## src/rtl/pc_sequencer.sv

```systemverilog
`default_nettype none
// ============================================================================
// Module : pc_sequencer
// Brief  : Program-counter sequencer: next-PC select, stall, halt/resume,
//          misaligned-target trap, retired-instruction counter.
//          Optional return-address stack enabled by defining PC_SEQ_RAS_EN.
// Rev    : 1.0  initial release
// ============================================================================
module pc_sequencer #(
    parameter int              XLEN         = 32,
    parameter logic [XLEN-1:0] RESET_VECTOR = '0,
    parameter int              CNT_W        = 32,
    parameter int              RAS_DEPTH    = 4
) (
    input  logic             clk,
    input  logic             reset_n,
    input  logic             stall,
    input  logic             halt_req,
    input  logic             resume,
    input  logic [1:0]       pc_sel,
    input  logic             branch_taken,
    input  logic [XLEN-1:0]  branch_offset,
    input  logic [25:0]      jump_target,
    input  logic [XLEN-1:0]  reg_target,
    input  logic             link,
    output logic [XLEN-1:0]  pc,
    output logic [XLEN-1:0]  pc_plus4,
    output logic [XLEN-1:0]  link_addr,
    output logic             fetch_valid,
    output logic [1:0]       state,
    output logic             misaligned_trap,
    output logic [XLEN-1:0]  trap_target,
    output logic [CNT_W-1:0] instr_count,
    output logic             ras_mispredict
);

    typedef enum logic [1:0] {
        ST_BOOT = 2'b00,
        ST_RUN  = 2'b01,
        ST_HALT = 2'b10,
        ST_TRAP = 2'b11
    } state_t;

    state_t           r_state;
    state_t           w_state_nxt;
    logic [XLEN-1:0]  r_pc;
    logic [XLEN-1:0]  r_link_addr;
    logic [XLEN-1:0]  r_trap_target;
    logic [CNT_W-1:0] r_count;

    logic [XLEN-1:0]  w_pc_plus4;
    logic [XLEN-1:0]  w_jump_pc;
    logic [XLEN-1:0]  w_pc_next;
    logic             w_misaligned;
    logic             w_update;
    logic             w_trap_enter;
    logic             w_recover;

    assign w_pc_plus4 = r_pc + XLEN'(4);

    // Region-relative jump keeps the upper bits of pc+4 above bit 27.
    generate
        if (XLEN > 28) begin : g_jump_region
            assign w_jump_pc = {w_pc_plus4[XLEN-1:28], jump_target, 2'b00};
        end else begin : g_jump_flat
            assign w_jump_pc = {jump_target, 2'b00};
        end
    endgenerate

    always_comb begin
        w_pc_next = w_pc_plus4;
        case (pc_sel)
            2'b01:   w_pc_next = branch_taken ? (w_pc_plus4 + (branch_offset << 2)) : w_pc_plus4;
            2'b10:   w_pc_next = w_jump_pc;
            2'b11:   w_pc_next = reg_target;
            default: w_pc_next = w_pc_plus4;
        endcase
    end

    assign w_misaligned = (w_pc_next[1:0] != 2'b00);

    always_ff @(posedge clk or negedge reset_n) begin
        if (!reset_n) begin
            r_state <= ST_BOOT;
        end else begin
            r_state <= w_state_nxt;
        end
    end

    always_comb begin
        w_state_nxt  = r_state;
        w_update     = 1'b0;
        w_trap_enter = 1'b0;
        w_recover    = 1'b0;
        case (r_state)
            ST_BOOT: w_state_nxt = ST_RUN;
            ST_RUN: begin
                // Trap beats halt, halt beats stall.
                if (w_misaligned) begin
                    w_state_nxt  = ST_TRAP;
                    w_trap_enter = 1'b1;
                end else if (halt_req) begin
                    w_state_nxt = ST_HALT;
                end else if (!stall) begin
                    w_update = 1'b1;
                end
            end
            ST_HALT: begin
                if (resume) begin
                    w_state_nxt = ST_RUN;
                end
            end
            ST_TRAP: begin
                if (resume) begin
                    w_state_nxt = ST_RUN;
                    w_recover   = 1'b1;
                end
            end
            default: w_state_nxt = ST_BOOT;
        endcase
    end

    always_ff @(posedge clk or negedge reset_n) begin
        if (!reset_n) begin
            r_pc          <= RESET_VECTOR;
            r_link_addr   <= '0;
            r_trap_target <= '0;
            r_count       <= '0;
        end else begin
            if (w_update) begin
                r_pc <= w_pc_next;
                if (r_count != '1) begin
                    r_count <= r_count + CNT_W'(1);
                end
                if (link) begin
                    r_link_addr <= w_pc_plus4;
                end
            end
            if (w_recover) begin
                r_pc <= RESET_VECTOR;
            end
            if (w_trap_enter) begin
                r_trap_target <= w_pc_next;
            end
        end
    end

    assign pc              = r_pc;
    assign pc_plus4        = w_pc_plus4;
    assign link_addr       = r_link_addr;
    assign fetch_valid     = (r_state == ST_RUN);
    assign state           = r_state;
    assign misaligned_trap = (r_state == ST_TRAP);
    assign trap_target     = r_trap_target;
    assign instr_count     = r_count;

`ifdef PC_SEQ_RAS_EN
    localparam int                 c_ptr_w = (RAS_DEPTH > 1) ? $clog2(RAS_DEPTH) : 1;
    localparam int                 c_cnt_w = $clog2(RAS_DEPTH + 1);
    localparam logic [c_ptr_w-1:0] c_last  = c_ptr_w'(RAS_DEPTH - 1);
    localparam logic [c_cnt_w-1:0] c_full  = c_cnt_w'(RAS_DEPTH);

    logic [XLEN-1:0]    r_ras [RAS_DEPTH];
    logic [c_ptr_w-1:0] r_top;
    logic [c_cnt_w-1:0] r_ras_cnt;
    logic               r_mispredict;
    logic               w_pop;
    logic               w_push;
    logic [c_ptr_w-1:0] w_top_dec;
    logic [c_ptr_w-1:0] w_top_mid;
    logic [c_ptr_w-1:0] w_top_inc;
    logic [c_cnt_w-1:0] w_cnt_mid;

    // Circular stack: r_top is the next free slot; when full it is also the oldest entry.
    assign w_pop     = w_update && (pc_sel == 2'b11) && (r_ras_cnt != '0);
    assign w_push    = w_update && link;
    assign w_top_dec = (r_top == '0) ? c_last : (r_top - c_ptr_w'(1));
    assign w_top_mid = w_pop ? w_top_dec : r_top;
    assign w_top_inc = (w_top_mid == c_last) ? '0 : (w_top_mid + c_ptr_w'(1));
    assign w_cnt_mid = w_pop ? (r_ras_cnt - c_cnt_w'(1)) : r_ras_cnt;

    always_ff @(posedge clk or negedge reset_n) begin
        if (!reset_n) begin
            r_top        <= '0;
            r_ras_cnt    <= '0;
            r_mispredict <= 1'b0;
        end else begin
            r_mispredict <= w_pop && (r_ras[w_top_dec] != reg_target);
            if (w_push) begin
                r_top     <= w_top_inc;
                r_ras_cnt <= (w_cnt_mid == c_full) ? c_full : (w_cnt_mid + c_cnt_w'(1));
            end else begin
                r_top     <= w_top_mid;
                r_ras_cnt <= w_cnt_mid;
            end
        end
    end

    // Entries need no reset: the occupancy count alone marks which slots are live.
    always_ff @(posedge clk) begin
        if (w_push) begin
            r_ras[w_top_mid] <= w_pc_plus4;
        end
    end

    assign ras_mispredict = r_mispredict;
`else
    logic w_unused_ras;
    assign w_unused_ras   = (RAS_DEPTH > 0);
    assign ras_mispredict = 1'b0;
`endif

endmodule
`default_nettype wire
```

## config.mk

```make
export PLATFORM = sky130hd
export DESIGN_NAME = pc_sequencer
export DESIGN_NICKNAME = d
export VERILOG_FILES = /design/src/rtl/pc_sequencer.sv
export SDC_FILE = /design/constraint.sdc
export NUM_CORES = 1
export LEC_CHECK = 0
export BUFFER_PORTS_ARGS = -buffer_cell sky130_fd_sc_hd__buf_4
export CORE_ASPECT_RATIO = 1.1
export CORE_MARGIN = 2
export CORE_UTILIZATION = 43
export CTS_CLUSTER_SIZE = 30
export DETAILED_ROUTE_END_ITERATION = 10
export GPL_TIMING_DRIVEN = 0
export PLACE_DENSITY_LB_ADDON = 0.08
export SYNTH_ARGS = -nofsm -noshare
export SYNTH_HDL_FRONTEND = slang
export SYNTH_SLANG_ARGS = --single-unit
```

## constraint.sdc

```tcl
create_clock -name clk -period 7.7 [get_ports clk]
set_input_delay 1.54 -clock clk [delete_from_list [all_inputs] [get_ports clk]]
set_output_delay 1.54 -clock clk [all_outputs]
set_load 0.02 [all_outputs]
```

==> impl.org, run 1 <==
** Clocking
- Clock buffer count from CTS :: 17
- CTS-repair resized insts :: 0
- The tree is rooted in a sky130_fd_sc_hd__clkbuf_16.
- The clock net in this run drives a total of 130 sinks.
- At the later pin of the worst-skew pair, clock insertion delay measures 0.42 ns.
- The number of setup buffers added after CTS is 0.
- Clock-pin slew of the registers on the worst-case setup and hold paths :: about 0.060 ns
- Depth of the CTS H-tree :: 4
- Hold buffer count at cts :: 0
- Clock tree from TritonCTS :: yes
- The longest clock path from root to sink contains 2 buffers.

** Timing
- Timing would allow up to between 200 and 250 MHz.
- Aggregate negative setup slack :: 0 ns
- In the post-route analysis, the smallest setup slack over all paths is 2.80 ns.
- Final cycle utilization of the critical path :: a little under two thirds
- Time the final worst path needs with I/O delays and setup :: a little under 5 ns
- Unrepaired setup endpoints after global routing :: false
- Final Slew Violations :: 0
- Worst setup skew after layout :: 0.00926 ns
- Relative slew slack :: 19.7%
- Setup violations remaining at the end of the flow were counted as 0.
- For the pin with the worst max-slew slack, the measured transition is between 1 and 1.5 ns.
- The number of hold-slack violations in the final timing report came to 0.

** Setup path
- Depth of the worst register-to-register path :: 14
- The critical path goes through nand3_2 > nor4_1 > nand4_1 > xnor2_1 > ha_1 > clkbuf_1 > nand3_1 > nor4_1 > o311ai_0 > nand3_1 > o21ai_0 > mux2i_1 > o211ai_1 > mux2_2.
- The worst setup path is of the reg -> reg kind.
- Worst-path cell with the longest stage delay :: sky130_fd_sc_hd__nor4_1
- For this run, the slowest stage of the critical path takes ~0.62 ns.
- Data on the critical path arrives at its endpoint at about 5.2 ns.
- In this run the worst path has a maximum fanout of 8.
- In this run the worst setup path begins at pc[7].
- Crit Reg-Reg Endpoint :: trap_target[30]
- STA classifies the critical path endpoint as a flop.
- Setup slack of the worst register-to-register path :: about 2.8 ns
- CP startpoint kind :: flop
- At the worst endpoint, the required time is roughly 8.0 ns.
- Reg-to-reg startpoint :: pc[7]
- The critical path ends at trap_target[30].

** Place
- The placed instances occupy a cell area of 10600 um2.
- Count of input and output buffers :: approximately 260
- Placement-stage worst setup slack :: 2.91 ns
- Detail Placement HPWL :: between 20000 and 25000 um
- Last weighted congestion value of the routability-driven placer :: 0.959

** GRT
- The initial antenna violation count came to 0.
- Wire length of the first global-routing pass :: about 47000 um
- Total congestion overflow :: 0
- Global-route total usage across every layer :: 30.5%
- Entering global routing, the biggest net connects 91 pins.
- Number of global-route vias before repair :: 8265

** Power and ir drop
- IR analysis of the VDD net gives a maximum drop of 0.173 mV.
- Power Dens Cells :: between 300 and 400 nW/um2
- In this run the static leakage power is about 5.6 nW.

** Die
- Die H :: between 100 and 150 um
- Once the floorplan was initialized, standard cells occupied a little over two fifths of the core.
- FP Rows :: 53
- Overall die area :: about 20000 um2
- Placeable core region :: about 19000 um2
- Measured along the x axis, the die boundary spans between 100 and 150 um.
- Top-level port count :: around 260

** Synth
- In the synthesized netlist, the cells that appear most often are 192 x sky130_fd_sc_hd__nand2_1, 130 x sky130_fd_sc_hd__dfrtp_1, 75 x sky130_fd_sc_hd__o21ai_0.
- After synthesis the cells add up to a little over 8000 um2.
- Cell count after synthesis :: roughly 970
- Of all flip-flops after synthesis, the portion carrying an async set or reset was 100%.
- Each instance of the synthesized netlist takes up on average 8.61 um2.
- Number of register bits inferred by synthesis :: 130
- Top-area cell type share of the netlist area :: around 40%
- Syn Nets :: around 1100
- Sequential cell area fraction in the yosys report :: about two fifths
- sky130_fd_sc_hd__nand2_1 is the most common cell in the netlist.
- Counting distinct cell types in the post-synthesis netlist gives 73.
- Cell type contributing the most total cell area after synthesis :: sky130_fd_sc_hd__dfrtp_1
- Ys Warns :: 0
- For this run, the leading register cell type out of synthesis is sky130_fd_sc_hd__dfrtp_1.
- Yosys attributes the largest share of cell area to sky130_fd_sc_hd__dfrtp_1 39%, sky130_fd_sc_hd__nand2_1 8.7%, sky130_fd_sc_hd__ha_1 5.6%, sky130_fd_sc_hd__xnor2_1 5.2%, sky130_fd_sc_hd__o21ai_0 4.5%.
- The synthesized design contains 0 enable-type register cells.

** Drt
- For this block, the routed nets add up to ~30000 um of wire.
- The first TritonRoute pass finished after 7 iterations.
- After detailed routing, the number of remaining DRC violations is 0.
- In the routed layout, each cell is associated on average with a via count of roughly 5.6.
- Via count :: ~8500
- In the final routed layout, each cell accounts on average for just over 20 um.
- Detailed Route Iter0 Violations :: between 500 and 600
- ANT nets after route :: 0

** Final layout
- Number of filler cells placed in the layout :: between 1500 and 2000
- In the final layout, the share of cells above drive strength 1 is between 20% and 30%.
- The net count of the finished layout is about 1400.
- Diodes inserted :: 0
- Area of all sequential standard cells :: roughly 3300 um2
- Combined area of the multi-input logic cells :: around 4800 um2
- The area growth from synthesis to layout is 34.9%.
- Summed area of non-filler cells in the final layout :: between 10000 and 15000 um2

** Min path
- The startpoint identified for the worst hold timing path is link_addr[8].
- The min-delay analysis places its worst path in the category reg -> reg.

** Job
- Max-cap violations in this run came to 0.

** Outcome
- The flow ran to the end, and the final reports show no timing, DRC or antenna violations.
worst min-delay path by stage:
stage,end,cells past startpoint
final,link_addr[8],2
after floorplan,trap_target[0],2
after detailed placement,trap_target[1],2
after global placement,trap_target[5],2
after global routing,trap_target[26],2
after CTS,trap_target[1],2
sequential cells by signal, summed over array words and instances (netlist names):
name	count
trap_target	32
pc	32
instr_count	32
link_addr	32
state	2
layout make-up:
type                            instances  area share, %
Multi-Input combinational cell        761           42.5
Sequential cell                       130           29.0
Timing Repair Buffer                  260           17.6
Clock buffer                           17           3.79
Tap cell                              247           2.76
Clock inverter                         15           1.73
Buffer                                 43           1.55
Inverter                               32           1.07
through the flow:
stage          util (%)  total power, mW  hold WS (ns)  cells
5_1_grt            58.9             4.17         0.505   1505
2_1_floorplan         -             2.21         0.580    966
6_report           58.9             3.95         0.480   1505
4_1_cts            58.9             3.94         0.483   1505
3_5_place_dp       55.7             3.07         0.467   1473
3_3_place_gp       55.5             3.05         0.454   1472
cell usage in the layout (no fill, tap or decap), types with 4 or more instances in the layout:
cell type,count
sky130_fd_sc_hd__nand4_1,16
sky130_fd_sc_hd__o2111ai_1,5
sky130_fd_sc_hd__o21ai_0,75
sky130_fd_sc_hd__nand2_1,192
sky130_fd_sc_hd__o21a_1,6
sky130_fd_sc_hd__clkbuf_16,17
sky130_fd_sc_hd__nor4_1,7
sky130_fd_sc_hd__a21o_1,21
sky130_fd_sc_hd__and2_1,6
sky130_fd_sc_hd__mux2_2,13
sky130_fd_sc_hd__a21oi_1,46
sky130_fd_sc_hd__nand3_1,33
sky130_fd_sc_hd__xnor2_1,49
sky130_fd_sc_hd__nand2b_1,6
sky130_fd_sc_hd__a22o_1,5
sky130_fd_sc_hd__nor2_1,54
sky130_fd_sc_hd__ha_1,37
sky130_fd_sc_hd__o211ai_1,8
sky130_fd_sc_hd__dfrtp_1,130
sky130_fd_sc_hd__buf_4,261
sky130_fd_sc_hd__or2_2,4
sky130_fd_sc_hd__o22ai_1,4
sky130_fd_sc_hd__xor2_1,24
sky130_fd_sc_hd__mux2i_1,19
sky130_fd_sc_hd__o31ai_1,5
sky130_fd_sc_hd__a211oi_1,8
sky130_fd_sc_hd__inv_6,5
sky130_fd_sc_hd__and3_1,15
sky130_fd_sc_hd__a22oi_1,9
sky130_fd_sc_hd__clkbuf_1,38
sky130_fd_sc_hd__nor3_1,22
sky130_fd_sc_hd__a31oi_1,10
sky130_fd_sc_hd__inv_1,32
layer usage:
metal,global-route usage [%],wire length [um]
met5,0,0
met4,8.96,702
met3,5.18,2410
met2,50.9,14800
met1,40.6,13000
power by group:
| part | internal [mW] | switching, mW |
|---|---|---|
| clock network | 0.519 | 0.345 |
| registers | 0.890 | 0.201 |
| logic | 0.766 | 1.22 |
worst max-delay path, delay by kind of cell, from the launching register on:
family / cells / cell delay [ns]
AO/OA/AOI/OAI: 3 / 0.70
XOR/XNOR: 1 / 0.58
adder cells (fa/ha/maj): 1 / 0.21
buffers and inverters: 1 / 0.32
flip-flops: 1 / 0.49
multiplexers: 2 / 0.52
AND/OR/NAND/NOR: 6 / 1.97
kinds of logic (layout without fill, tap and decap cells):
logic type,after synthesis,count (layout),synth area share [%]
compound gates,240,240,18.7
xor+xnor,73,73,7.69
fa+ha+maj,38,38,5.81
buf+inv,75,367,3.54
flops,130,130,39.1
mux,32,32,4.05
other cells,1,1,0.0451
simple gates,377,377,21.0
No activity file was read; power rests on OpenSTA's default activity.
==> run 2: changes to the inputs <==
Clock period 7.7 ns to 5 ns, I/O delays scaled along.
==> run 2 against run 1 <==
Final area is 0.30% higher. Largest power group unchanged. Wire length is 0.18% lower. Sequential share of layout area is 0.087 points lower. Register-to-register slack worse by 2.6 ns. Combinational power is 54% higher. Fmax is 2.5% higher. Clock power is 54% higher. Global-route usage stayed put. First-iteration DRC count is 5.3% higher. Worst hold slack stayed put. Via count is 0.21% higher. Die area stayed put.
==> impl.org, run 2 (synthesis results as in run 1) <==
** Timing
- Count of endpoints failing setup in the final report :: 0 (unchanged)
- The setup TNS was 0 ns (unchanged).
- Relative slew slack :: 20.7% (was 19.7%)
- Endpoints failing hold :: 0 (unchanged)
- Unrepaired setup endpoints after global routing :: false (unchanged)
- The post-route fraction of the period consumed by the critical path was 95.7% (was 63.7%).
- Final Slew Violations :: 0 (unchanged)
- The post-route clock skew came to 0.0104 ns (was 0.00926 ns).
- Measured slew at the worst slew-check pin :: 1.19 ns (was 1.20 ns)
- The shortest period the worst path allows was 4.78 ns (was 4.90 ns).
- The highest achievable clock rate came to 209 MHz (was 204 MHz).

** Die
- Top-level port count :: 264 (unchanged)
- The initial standard-cell utilization of the core came to 43.7% (unchanged).
- The chip width came to 137 um (unchanged).
- FP Rows :: 53 (unchanged)
- Placeable core region :: 19000 um2 (unchanged)
- Die H :: 150 um (unchanged)
- The die area was 20500 um2 (unchanged).

** Final layout
- The antenna diode count came to 0 (unchanged).
- The area of the multi-input gates was 4800 um2 (was 4770 um2).
- The flip-flop and latch area was 3250 um2 (unchanged).
- The leading cell type in the layout, fill and taps excluded was sky130_fd_sc_hd__buf_4 (unchanged).
- Fraction of layout cells with a size suffix above 1 :: 26.2% (was 25.8%)
- Area added between synthesis and finish :: 35.3% (was 34.9%)
- The count of filler cells inserted in the layout was 1802 (was 1800).
- The number of nets in the finished design was 1382 (unchanged).
- Most used cells in the layout excluding fill and tap cells :: 261 x sky130_fd_sc_hd__buf_4, 192 x sky130_fd_sc_hd__nand2_1, 130 x sky130_fd_sc_hd__dfrtp_1 (unchanged)

** Drt
- Final routed DRC violation total :: 0 (unchanged)
- Detailed Route Iter0 Violations :: 601 (was 571)
- The final wirelength was 30800 um (was 30900 um).
- The mean number of vias per cell was 5.63 (was 5.62).
- The number of antenna-violating nets in the routed design was 0 (unchanged).
- The routed length per instance is 20.5 um (about the same).
- Detailed-router iteration count before antenna repair :: 5 (was 7)
- Via count :: 8476 (was 8458)

** GRT
- The overall track demand over capacity in global routing was 30.5% (unchanged).
- The number of global-route vias before repair was 8265 (unchanged).
- The total grt overflow came to 0 (unchanged).
- The initial antenna violation count came to 0 (unchanged).
- The first-pass GRT wire length came to 47100 um (unchanged).
- The largest net degree at the start of global routing is 91 (unchanged).

** Setup path
- The kind of critical path is reg -> reg (unchanged).
- The slowest cell on the critical path was sky130_fd_sc_hd__a2111oi_1 (was sky130_fd_sc_hd__nor4_1).
- The startpoint class of the critical path was a flop (unchanged).
- The highest cell delay on the worst timing path is 0.63 ns (was 0.62 ns).
- The type of destination of the critical path was a flop (unchanged).
- Most repeated library cell on the critical path :: sky130_fd_sc_hd__o2111ai_1
- The required time at the endpoint of the critical path is 5.34 ns (was 8.01 ns).
- Critical path cell sequence :: nand3_2 > or4_4 > nor3_2 > nand2_1 > xnor2_2 > ha_1 > a21o_1 > a211o_1 > a2111oi_1 > o2111ai_1 > o211ai_1 > o2111ai_1 > o41a_1 > a31oi_1 (was nand3_2 > nor4_1 > nand4_1 > xnor2_1 > ha_1 > clkbuf_1 > nand3_1 > nor4_1 > o311ai_0 > nand3_1 > o21ai_0 > mux2i_1 > o211ai_1 > mux2_2)
- Maximum fanout along the worst path :: 6 (was 8)
- The arrival time of data at the critical path endpoint came to 5.13 ns (was 5.21 ns).

** Clocking
- Root buf cell :: sky130_fd_sc_hd__clkbuf_16 (unchanged)
- The number of buffers on the longest clock path came to 2 (unchanged).
- Depth of the CTS H-tree :: 4 (unchanged)
- Clock buffer count from CTS :: 17 (unchanged)
- The TritonCTS clock tree is yes (unchanged).
- Clock-pin slew of the registers on the worst-case setup and hold paths :: 0.06 ns (about the same)
- Hold buffer count at cts :: 0 (unchanged)
- Clock latency of the later-clocked register in the worst-skew pair :: 0.42 ns (about the same)
- The number of sinks handled by clock tree synthesis was 130 (unchanged).

** Min path
- Worst min path class :: reg -> reg (unchanged)

** Place
- The routability congestion estimate from global placement is 0.959 (unchanged).
- The sum of net half-perimeters after detailed placement was 24300 um (unchanged).
- The count of buffers inserted at the top-level ports is 259 (unchanged).

** Outcome
- Result of the run :: complete, no violations (unchanged)

** Power and ir drop
- The maximum vdd drop came to 0.268 mV (was 0.173 mV).
- The post-route total power came to 6.08 mW (was 3.95 mW).
- Power Dens Cells :: 541 nW/um2 (was 352 nW/um2)
- The static leakage power is 5.64 nW (was 5.62 nW).

** Job
- Reported max-cap violation count :: 0 (unchanged)
-- run 2: area by class of cell --
type	count	share of cell area (%)
Clock inverter	15	1.72
Buffer	43	1.55
Multi-Input combinational cell	761	42.7
Clock buffer	17	3.78
Inverter	32	1.07
Tap cell	247	2.75
Sequential cell	130	28.9
Timing Repair Buffer	260	17.6
-- run 2: where the power goes --
part           internal [mW]  switching [mW]
registers               1.37           0.311
logic                   1.18            1.89
clock network          0.800           0.527
total                   3.35            2.73
-- run 2: metrics by stage --
step / cells / area, um2 / util [%] / hold WS, ns / worst slack (ns)
finish: 1505 / 11300 / 59.1 / 0.480 / 0.216
global route: 1505 / 11300 / 59.1 / 0.505 / 0.0342
CTS: 1505 / 11200 / 58.9 / 0.483 / 0.133
detailed placement: 1473 / 10600 / 55.7 / 0.467 / 0.207
global placement: 1472 / 10600 / 55.5 / 0.454 / 0.123
floorplan: 966 / 8310 / - / 0.580 / 0.652
-- run 2: repair_timing --
action                     4_1_cts  5_1_grt
gates resized for setup          0        6
setup endpoints to repair        0        8
buffers inserted                 0        0
hold endpoints to repair         0        0
-- run 2: per-layer routing --
| layer | part of all wire (%) | track usage (%) |
|---|---|---|
| met5 | 0 | 0 |
| met4 | 2.3 | 8.96 |
| met3 | 8.1 | 5.18 |
| met2 | 48 | 50.9 |
| met1 | 42 | 40.6 |
-- run 2: final timing paths --
path                       slack, ns  cells past startpoint          from               to
setup / recovery                0.22                     14         pc[7]  trap_target[31]
min in group asynchronous       0.49                      1       reset_n   instr_count[4]
hold reg to reg                 0.48                      2  link_addr[8]     link_addr[8]
setup reg to reg                0.22                     14         pc[7]  trap_target[31]
max in group asynchronous       3.73                      2       reset_n            pc[5]
hold / removal                  0.48                      2  link_addr[8]     link_addr[8]
-- run 2: critical path: cells and delay by family (launching register included) --
family | cells | cell delay, ns
compound gates | 8 | 2.15
simple gates | 4 | 1.26
flops | 1 | 0.48
xor+xnor | 1 | 0.41
fa+ha+maj | 1 | 0.38
